$ cat config.mk
export PLATFORM = sky130hd
export DESIGN_NAME = imem_loader
export DESIGN_NICKNAME = d
export VERILOG_FILES = /design/src/rtl/imem_loader.sv
export SDC_FILE = /design/constraint.sdc
export NUM_CORES = 1
export LEC_CHECK = 0
export BUFFER_PORTS_ARGS = -buffer_cell sky130_fd_sc_hd__buf_2
export CORE_UTILIZATION = 51
export DETAILED_ROUTE_END_ITERATION = 7
export GPL_TIMING_DRIVEN = 0
export PLACE_DENSITY = 0.76
export SETUP_SLACK_MARGIN = 0.5
export SYNTH_ARGS = -nofsm -noshare
export SYNTH_HDL_FRONTEND = slang
export SYNTH_SLANG_ARGS = --single-unit
$ cat constraint.sdc
create_clock -name clk -period 1.9 [get_ports clk]
set_clock_uncertainty 0.1 [all_clocks]
set_input_delay 0.38 -clock clk [delete_from_list [all_inputs] [get_ports clk]]
set_output_delay 0.38 -clock clk [all_outputs]
set_load 0.01 [all_outputs]
$ cat src/rtl/imem_loader.sv
// imem_loader: byte-stream to instruction memory writer holding the CPU in reset; optional checksum via IMEM_LOADER_CHECKSUM_EN
module imem_loader #(
  parameter int DEPTH = 64,
  parameter int CNT_W = 16
) (
  input  logic        clk,
  input  logic        reset,
  input  logic        start,
  input  logic        in_valid,
  input  logic [7:0]  in_data,
  output logic        in_ready,
  output logic        mem_we,
  output logic [31:0] mem_waddr,
  output logic [31:0] mem_wdata,
  output logic        cpu_hold,
  output logic        done,
  output logic        error
);
`ifdef IMEM_LOADER_CHECKSUM_EN
  typedef enum logic [2:0] {LEN0, LEN1, DATA, FIN, DONE, ERR, CSUM} state_t;
  localparam state_t POST = CSUM;
  logic [7:0] csum;
`else
  typedef enum logic [2:0] {LEN0, LEN1, DATA, FIN, DONE, ERR} state_t;
  localparam state_t POST = FIN;
`endif
  state_t state, nxt;
  logic [CNT_W-1:0] len, widx, hdr;
  logic [1:0] bcnt;
  logic [23:0] sbuf;
  logic acc, words_done;
  assign hdr = CNT_W'({in_data, len[7:0]});
  assign words_done = widx == len;
  assign acc = in_valid && in_ready;
  assign done = state == DONE;
  assign error = state == ERR;
  assign cpu_hold = state != DONE;
`ifdef IMEM_LOADER_CHECKSUM_EN
  assign in_ready = state == LEN0 || state == LEN1 || state == CSUM || (state == DATA && !words_done);
`else
  assign in_ready = state == LEN0 || state == LEN1 || (state == DATA && !words_done);
`endif
  always_comb begin
    nxt = state;
    case (state)
      LEN0: nxt = acc ? LEN1 : LEN0;
      LEN1: nxt = !acc ? LEN1 : hdr == '0 ? POST : hdr > CNT_W'(DEPTH) ? ERR : DATA;
      DATA: nxt = words_done ? POST : DATA;
`ifdef IMEM_LOADER_CHECKSUM_EN
      CSUM: nxt = !acc ? CSUM : in_data == csum ? FIN : ERR;
`endif
      FIN: nxt = DONE;
      DONE, ERR: nxt = start ? LEN0 : state;
      default: nxt = LEN0;
    endcase
  end
  always_ff @(posedge clk) begin
    if (reset) begin
      state <= LEN0;
      len <= '0;
      widx <= '0;
      bcnt <= '0;
      sbuf <= '0;
      mem_we <= 1'b0;
      mem_waddr <= '0;
      mem_wdata <= '0;
`ifdef IMEM_LOADER_CHECKSUM_EN
      csum <= '0;
`endif
    end else begin
      state <= nxt;
      mem_we <= 1'b0;
      if (state == LEN0 && acc)
        len[7:0] <= in_data;
      if (state == LEN1 && acc) begin
        len <= hdr;
        widx <= '0;
        bcnt <= '0;
`ifdef IMEM_LOADER_CHECKSUM_EN
        csum <= '0;
`endif
      end
      if (state == DATA && acc) begin
        bcnt <= bcnt + 2'd1;
        sbuf <= {in_data, sbuf[23:8]};
`ifdef IMEM_LOADER_CHECKSUM_EN
        csum <= csum ^ in_data;
`endif
        if (bcnt == 2'd3) begin
          mem_we <= 1'b1;
          mem_waddr <= 32'({widx, 2'b00});
          mem_wdata <= {in_data, sbuf};
          widx <= widx + CNT_W'(1);
        end
      end
      if ((state == DONE || state == ERR) && start) begin
        widx <= '0;
        bcnt <= '0;
      end
    end
  end
endmodule

==> out/summary.txt, run 1 <==
area of the core: 9330 µm²
Post-synth top cells: dfxtp_1 (110), a21oi_1 (99), nand3_1 (79), o21ai_0 (70), nand2_1 (45)
path type of the worst min-delay path: in2reg
Gate Count Post-Synth: 617
clock root buffer master: clkbuf_8
initial antenna violation count: 0
Final Non-Filler Cells: 912
Seq/Total Area, Yosys: 44.4%
Setup crit end kind: register
total clock sinks: 110
synth top area cells: dfxtp_1 (44%), a21oi_1 (10%), nand3_1 (8.0%)
Pleak: 0.00295 µW
port bufs: 64
actual slew at the worst max-slew pin: 1090 ps
# diodes: 0
# Max-Cap Violations: 0
Critical Path Fanout Max: 8
DR pass1 iterations: 8
maximum vdd drop: 0.437 mV
TritonCTS clock tree: built
FF+latch count, synth: 110
reg2reg setup slack: -1240 ps
Synth top area share: 44.4%
total power: 6250 µW
vias per cell: 6.86
final wirelength: 24.2 mm
Final Setup Violations: 93
Yosys cell types: 42
initial core utilization: 53.2%
clk slew on worst S/H paths: 110 ps
Total GRT Usage: 36.5%
Fmax: 0.318 GHz
placed cell area: 5710 µm²
Slowest-stage cell, CP: o211ai_1
# DRC: 0
Slew HR: 27.3%
routed len/inst: 26.5 µm
Die X: 101 µm
insertion delay to the later sink of the worst-skew pair: 410 ps
buffers and inverters on the worst path: 9
CP cell instances: buf_6 -> xor2_1 -> nor4_2 -> and4_4 -> buf_8 -> buf_4 -> buf_6 -> buf_6 -> buf_6 -> buf_12 -> buf_12 -> buf_8 -> o211ai_1 -> a21oi_1
global-route wire length before repair: 28.0 mm
largest net degree at the start of global routing: 20
layout cells sized above 1: 53.1%
Post-Syn Area: 4960 µm²
final net count: 793
RSZ-0062 raised after global routing: true
main flop type after synthesis: dfxtp_1
GPL Wtd Cong: 0.944
violated checks: negative setup slack
Fillers: 437
Synth Warn #: 0
final period utilization: 165%
pwr dens: 768 nW/µm²
DP HPWL: 10.2 mm
H-tree Lvls: 3
Rows: 35
Crit path max-delay family: buffers and inverters
DR vias: 6253
Area growth syn-to-layout: 63.8%
startpoint types: register
pre-CTS setup slack: -534 ps
Synth Area per Inst: 8.04 µm²
final hold viol count: 0
die height: 101 µm
Post-synth EDFFs: 0
number of DRC markers in iteration 0: 791
WP data required: 2030 ps
most common cell in the synthesized netlist: dfxtp_1
Routed Antenna Nets: 0
Synth area leader: dfxtp_1
kind of critical path: reg2reg
GRT Residual Overflow: 0
Max Root-Sink Buffers: 2
min Tclk post-route: 3140 ps
Top cell by count, worst path: buf_6
Max Slew Vio Count: 0
die area: 10100 µm²
vias in the first global route: 5203
CTS Buf Count: 9
ys async rst share: 0%
CP arrival: 3270 ps
highest cell delay on the worst timing path: 550 ps
post-layout util: 87.1%
run status: finished, violations left
IO Pins: 81
Placed Cells: 825
post-route setup slack: -1240 ps
Post-Layout Inst Area: 8130 µm²
==> per-stage QoR <==
step	hold slack, ps	setup TNS, ps
after detailed placement	352	-24230
final	190	-71110
after CTS	194	-43010
after global routing	212	-76740
after global placement	355	-15700
after floorplan	340	-24.8
==> where the power goes <==
group | leakage [µW] | switching, µW | internal (µW)
Clock | 0.0000885 | 915 | 494
Combinational | 0.00196 | 1240 | 1230
Sequential | 0.000900 | 41.4 | 2320
==> per-layer routing <==
metal,track usage (%),vias to the layer above,part of all wire [%]
li1,-,2518,-
met2,58.3,611,45
met4,22.0,2,8.3
met1,45.8,2898,34
met5,0,-,0.19
met3,6.73,224,13
==> final timing paths <==
check                startpoint             to  depth (start not counted)
setup / recovery       widx[13]        widx[4]                         14
setup reg to reg       widx[13]        widx[4]                         14
hold / removal            start       state[2]                          3
hold reg to reg   mem_wdata[27]  mem_wdata[27]                          2
==> registers in the layout (all words and copies together), names as in the netlist <==
name       count
widx          16
len           16
mem_wdata     32
mem_we         1
sbuf          24
bcnt           2
state          3
mem_waddr     16
==> worst reg2reg max path, stage by stage, from the launching register on <==
cell,delay [ps]
dfxtp_1,380
buf_6,170
xor2_1,270
nor4_2,110
and4_4,180
buf_8,130
buf_4,140
buf_6,130
buf_6,110
buf_6,110
buf_12,140
buf_12,150
buf_8,130
o211ai_1,550
a21oi_1,200
==> placed cells by master (no fill, tap or decap), types with 11 or more instances in the layout <==
cell type  count
nand3_4       32
conb_1        16
o21ai_2       22
nand3_2       41
buf_4         43
o211ai_1      21
clkbuf_16     11
buf_2         67
dfxtp_1       90
a21oi_1       45
o21ai_1       33
buf_6         39
a21oi_2       54
clkbuf_1      19
nand2_1       38
o21ai_0       25
buf_8         22
==> layout make-up <==
type                            count  area [µm²]  share of cell area (%)
Clock buffer                        9         124                    1.52
Tap cell                          129         161                    1.99
Inverter                            1        3.75                  0.0462
Sequential cell                   110        2250                    27.7
Multi-Input combinational cell    443        3560                    43.7
Clock inverter                      6        51.3                   0.631
Timing Repair Buffer              136        1210                    14.9
Buffer                             78         764                    9.41
==> cells by family after synthesis <==
| logic type | synth area share [%] |
|---|---|
| AO/OA/AOI/OAI | 23.6 |
| XOR/XNOR | 2.82 |
| adder cells (fa/ha/maj) | 0.504 |
| buffers and inverters | 8.17 |
| flip-flops | 44.4 |
| other | 0.0756 |
| AND/OR/NAND/NOR | 20.4 |
==> repair_timing <==
item | in CTS | in global routing
pin swaps | 38 | 75
setup buffers | 40 | 18
hold endpoints to repair | 0 | 0
hold buffers | 0 | 0
resized for setup | 184 | 218
gates cloned | 9 | 5
setup endpoints to repair | 114 | 114
No activity file was read; power rests on OpenSTA's default activity.
==> inputs of run 2 (changes only) <==
- CORE_UTILIZATION: 51 -> 56
- PLACE_DENSITY: 0.76 -> 0.87
- clock period: 1.9 -> 3 ns (I/O delays scaled with it)
==> run 2 against run 1 <==
Net effect: the run now ends clean; wire length decreased by 43%; sequential power down 37%; non-clock buffer count is 60 lower; final cell count is 9.1% lower; design area fell by 28%; core utilization fell by 17 points.
==> out/summary.txt, run 2 (synthesis results as in run 1) <==
GPL Wtd Cong: 0.935 (-0.99%)
Clk pwr share: 30.6% (+8.0 points)
reg2reg setup slack: 580 ps (+1820 ps)
startpoint types: register
biggest regs: mem_wdata: 32 flops, sbuf: 24 flops
DR vias: 5105 (-18%)
DP HPWL: 9.85 mm (-3.5%)
Critical Path Fanout Max: 7 (-1)
worst r2r path cells: 10 (-4)
Biggest register: mem_wdata
vias in the first global route: 4391 (-16%)
GRT Residual Overflow: 0 (unchanged)
Final Setup Violations: 0 (-100%)
DR pass1 iterations: 5 (-3)
run status: completed
Hold WS: 373 ps (+183 ps)
Final Non-Filler Cells: 829 (-9.1%)
area of the core: 8380 µm² (-10%)
Fmax: 0.355 GHz
Psw: 903 µW (-59%)
most frequent cells in the layout: a21oi_1 (99), dfxtp_1 (99), buf_2 (80), nand3_1 (79), o21ai_0 (70)
layout cells sized above 1: 21.4% (-32 points)
Gate power share: 17.4% (-22 points)
insertion delay to the later sink of the worst-skew pair: 380 ps (-30 ps)
Area growth syn-to-layout: 17.7%
largest net degree at the start of global routing: 20 (unchanged)
routed len/inst: 16.6 µm (-38%)
number of flip-flops in the largest register: 32 (unchanged)
Slowest-stage cell, CP: dfxtp_1
Routed Antenna Nets: 0 (unchanged)
port bufs: 64 (unchanged)
Rows: 33 (-5.7%)
Pleak: 0.00232 µW (-21%)
clock root buffer master: clkbuf_8
Critical Path Sink: in_ready
final period utilization: 93.9%
post-route setup slack: 184 ps (+1420 ps)
Fillers: 698 (+60%)
IO Pins: 81 (unchanged)
path type of the worst min-delay path: reg2reg
Top cell by count, worst path: buf_6
kind of critical path: reg2out
H-tree Lvls: 3 (unchanged)
# diodes: 0 (unchanged)
Slew HR: 33.7% (+6.4 points)
maximum vdd drop: 0.279 mV (-36%)
final net count: 733 (-7.6%)
# Max-Cap Violations: 0 (unchanged)
initial antenna violation count: 0 (unchanged)
final setup TNS: 0 ps (+71110 ps)
CP arrival: 2120 ps (-1150 ps)
highest cell delay on the worst timing path: 320 ps (-230 ps)
Placed Cells: 801 (-2.9%)
total power: 2870 µW (-54%)
final wirelength: 13.7 mm (-43%)
actual slew at the worst max-slew pin: 986 ps (-104 ps)
sw frac: 31.5% (-3.7 points)
pre-CTS setup slack: 300 ps (+834 ps)
global-route wire length before repair: 21.6 mm (-23%)
Total GRT Usage: 30.6% (-5.9 points)
buffers and inverters on the worst path: 4 (-5)
RSZ-0062 raised after global routing: true
final hold viol count: 0 (unchanged)
die area: 9240 µm² (-8.8%)
die height: 96.1 µm (-4.5%)
Reg power frac: 52.0% (+14 points)
Setup crit end kind: primary output
RR Startpoint: widx[13]
total clock sinks: 110 (unchanged)
crit path from: widx[13]
Max Root-Sink Buffers: 2 (unchanged)
# DRC: 0 (unchanged)
pwr dens: 491 nW/µm² (-36%)
CTS Buf Count: 9 (unchanged)
vias per cell: 6.16 (-10%)
Hold-fix buffers, CTS: 0 (unchanged)
Die X: 96.1 µm (-4.5%)
min Tclk post-route: 2820 ps
initial core utilization: 59.2% (+6.0 points)
clk slew on worst S/H paths: 110 ps (about the same)
number of DRC markers in iteration 0: 548 (-31%)
CP cell instances: buf_4 -> xor2_1 -> nor4_2 -> and4_1 -> buf_6 -> buf_6 -> o21a_1 -> nor2_1 -> buf_2
Crit path max-delay family: simple AND/OR/NAND/NOR gates
Max Slew Vio Count: 0 (unchanged)
Int Pwr: 1960 µW (-51%)
WP data required: 2300 ps (+270 ps)
TritonCTS clock tree: built
r2r endpoint: sbuf[2]
Levels on crit path: 9 (-5)
run 2: layer usage:
layer / up-vias / global-route usage [%] / routed length (µm)
met5: - / 0 / 0
met4: 0 / 12.6 / 341
met3: 40 / 7.42 / 1450
met2: 318 / 47.0 / 6130
met1: 2361 / 40.9 / 5810
li1: 2386 / - / -
run 2: repair_timing:
item | in CTS | in global routing
resized for setup | 21 | 16
setup buffers | 6 | 6
hold endpoints to repair | 0 | 0
endpoints found under the setup margin | 1 | 12
pin swaps | 4 | 4
run 2: how the worst min path moves through the flow:
stage          cells after the start  slack, ps        from            to
2_1_floorplan                      2        340     sbuf[0]  mem_wdata[0]
3_3_place_gp                       2        360     sbuf[0]  mem_wdata[0]
3_5_place_dp                       2        360     sbuf[2]  mem_wdata[2]
4_1_cts                            2        370     sbuf[2]  mem_wdata[2]
5_1_grt                            3        400  in_data[5]       len[13]
6_report                           2        370     sbuf[2]  mem_wdata[2]
run 2: final cells by class:
cell class	count	area, µm²	share of cell area [%]
clock buffers	11	141	2.42
plain buffers	78	448	7.67
well taps	105	131	2.25
clock inverters	5	48.8	0.835
flip-flops and latches	110	2220	38.1
inverters	1	3.75	0.0643
repair buffers	76	410	7.03
multi-input cells	443	2430	41.7
run 2: power by group through the flow:
| stage | Sequential [µW] | Combinational, µW | Clock, µW |
|---|---|---|---|
| after floorplan | 1520 | 315 | 0 |
| after global placement | 1530 | 435 | 0 |
| after detailed placement | 1530 | 448 | 0 |
| after CTS | 1490 | 476 | 874 |
| after global routing | 1490 | 533 | 941 |
| final | 1490 | 498 | 878 |
run 2: per-stage QoR:
stage | utilization (%) | area (µm²)
6_report | 69.7 | 5840
5_1_grt | 69.7 | 5840
4_1_cts | 68.8 | 5770
3_5_place_dp | 65.3 | 5470
3_3_place_gp | 65.3 | 5470
2_1_floorplan | - | 5020
run 2: worst min-delay path, delay by kind of cell (launching register included):
family	cells	cell delay, ps
AND/OR/NAND/NOR	1	60
flip-flops	1	320
AO/OA/AOI/OAI	1	60
==> inputs of run 3 (changes only) <==
- GPL_TIMING_DRIVEN: 0 -> 1
==> run 3 against run 2 <==
Net effect: final cell count is 8.0% lower; highest routed layer unchanged; combinational power shrank 11%; register-to-register slack better by 70 ps; critical path depth down 3; die area did not move; critical path type unchanged; global-route usage is 2.2 points lower; sequential share of layout area increased by 2.1 points; first-iteration DRC count decreased by 32%; largest cell class unchanged; power is 2.8% lower.
==> out/summary.txt, run 3 (synthesis results as in run 1) <==
clk slew on worst S/H paths: 100 ps (about the same)
Routed Antenna Nets: 0 (unchanged)
Biggest register: mem_wdata
commonest non-fill, non-tap cell in the layout: a21oi_1
Fmax: 0.382 GHz (+7.6%)
Max Root-Sink Buffers: 2 (unchanged)
TritonCTS clock tree: built
global-route wire length before repair: 20.4 mm (-5.5%)
final wirelength: 12.8 mm (-7.1%)
Placed Cells: 735 (-8.2%)
Die X: 96.1 µm (unchanged)
GPL Wtd Cong: 0.914 (-2.2%)
reg2reg setup slack: 650 ps (+70 ps)
area of the core: 8380 µm² (unchanged)
Final Setup Violations: 0 (unchanged)
vias in the first global route: 4259 (-3.0%)
port bufs: 64 (unchanged)
run status: completed
final setup TNS: 0 ps (unchanged)
Rows: 33 (unchanged)
clock root buffer master: clkbuf_8
Area growth syn-to-layout: 11.9%
Reg area: 2230 µm² (+0.39%)
multi-input logic area: 2450 µm² (+0.51%)
startpoint types: register
actual slew at the worst max-slew pin: 984 ps (-2.65 ps)
maximum vdd drop: 0.256 mV (-8.3%)
Critical Path Fanout Max: 8 (+1)
initial core utilization: 59.2% (unchanged)
# DRC: 0 (unchanged)
routed len/inst: 16.7 µm (+0.91%)
most frequent cells in the layout: a21oi_1 (99), dfxtp_1 (94), nand3_1 (79), o21ai_0 (70), buf_2 (64)
DR pass1 iterations: 5 (unchanged)
# Max-Cap Violations: 0 (unchanged)
number of flip-flops in the largest register: 32 (unchanged)
Final Non-Filler Cells: 763 (-8.0%)
CTS Buf Count: 9 (unchanged)
biggest regs: mem_wdata: 32 flops, sbuf: 24 flops
path type of the worst min-delay path: reg2reg
Critical Path Sink: in_ready
vias per cell: 6.19 (+0.50%)
total clock sinks: 110 (unchanged)
layout cells sized above 1: 19.8% (-1.7 points)
Hold-fix buffers, CTS: 0 (unchanged)
kind of critical path: reg2out
die height: 96.1 µm (unchanged)
number of DRC markers in iteration 0: 375 (-32%)
crit path from: widx[2]
DR vias: 4722 (-7.5%)
die area: 9240 µm² (unchanged)
Slew HR: 33.9% (+0.18 points)
initial antenna violation count: 0 (unchanged)
Fillers: 723 (+3.6%)
CP arrival: 1920 ps (-200 ps)
pwr dens: 502 nW/µm² (+2.3%)
IO Pins: 81 (unchanged)
worst r2r path cells: 7 (-3)
insertion delay to the later sink of the worst-skew pair: 380 ps (about the same)
WP data required: 2300 ps (about the same)
post-layout util: 66.2% (-3.5 points)
DP HPWL: 7.86 mm (-20%)
final hold viol count: 0 (unchanged)
GRT Residual Overflow: 0 (unchanged)
RR Startpoint: widx[2]
RSZ-0062 raised after global routing: true
final period utilization: 87.2% (-6.6 points)
Max Slew Vio Count: 0 (unchanged)
min Tclk post-route: 2620 ps (-199 ps)
H-tree Lvls: 3 (unchanged)
# diodes: 0 (unchanged)
Pleak: 0.00211 µW (-9.0%)
largest net degree at the start of global routing: 95 (+380%)
final net count: 667 (-9.0%)
r2r endpoint: widx[12]
Total GRT Usage: 28.3% (-2.2 points)
Setup crit end kind: primary output
run 3: worst min-delay path by stage:
| stage | from | to | slack [ps] | cells after the start |
|---|---|---|---|---|
| 6_report | sbuf[3] | mem_wdata[3] | 370 | 2 |
| 4_1_cts | sbuf[0] | mem_wdata[0] | 380 | 2 |
| 5_1_grt | sbuf[1] | mem_wdata[1] | 400 | 2 |
| 3_5_place_dp | sbuf[5] | mem_wdata[5] | 360 | 2 |
| 2_1_floorplan | sbuf[0] | mem_wdata[0] | 340 | 2 |
| 3_3_place_gp | sbuf[0] | mem_wdata[0] | 350 | 2 |
run 3: stage by stage:
stage	worst slack [ps]	area, µm²	hold WS, ps	total power, µW
detailed placement	503	5210	360	1910
finish	383	5550	372	2790
global route	331	5550	399	2890
CTS	453	5510	375	2760
floorplan	785	5020	340	1840
global placement	621	5210	350	1900
run 3: layout make-up:
cell class                      count  area share, %
Sequential cell                   110           40.2
Multi-Input combinational cell    443           44.1
Timing Repair Buffer               88           9.92
Clock buffer                       10           2.30
Tap cell                          105           2.37
Inverter                            1         0.0676
Clock inverter                      6           1.06
run 3: per-layer routing:
layer,part of all wire (%),GRT usage (%),wire (µm)
met5,0,0,0
met4,1.7,12.2,217
met3,6.8,5.85,868
met2,48,43.7,6090
met1,44,38.2,5580
run 3: worst max-delay path: stages, from the launching register on:
cell and delay, ps:
dfxtp_2 430, xor2_1 360, nor4_4 90, and4_4 220
o21a_1 170, nor2_2 110, buf_2 150
run 3: what timing repair did:
item | CTS | global route
resized for setup | 21 | 5
buffers inserted | 9 | 3
setup endpoints to repair | 4 | 1
hold endpoints to repair | 0 | 0
gates cloned | 0 | 0
pin swaps | 5 | 4
run 3: report_power, final:
part	internal [µW]	switching, µW
Combinational	127	318
Clock	316	529
Sequential	1470	22.4
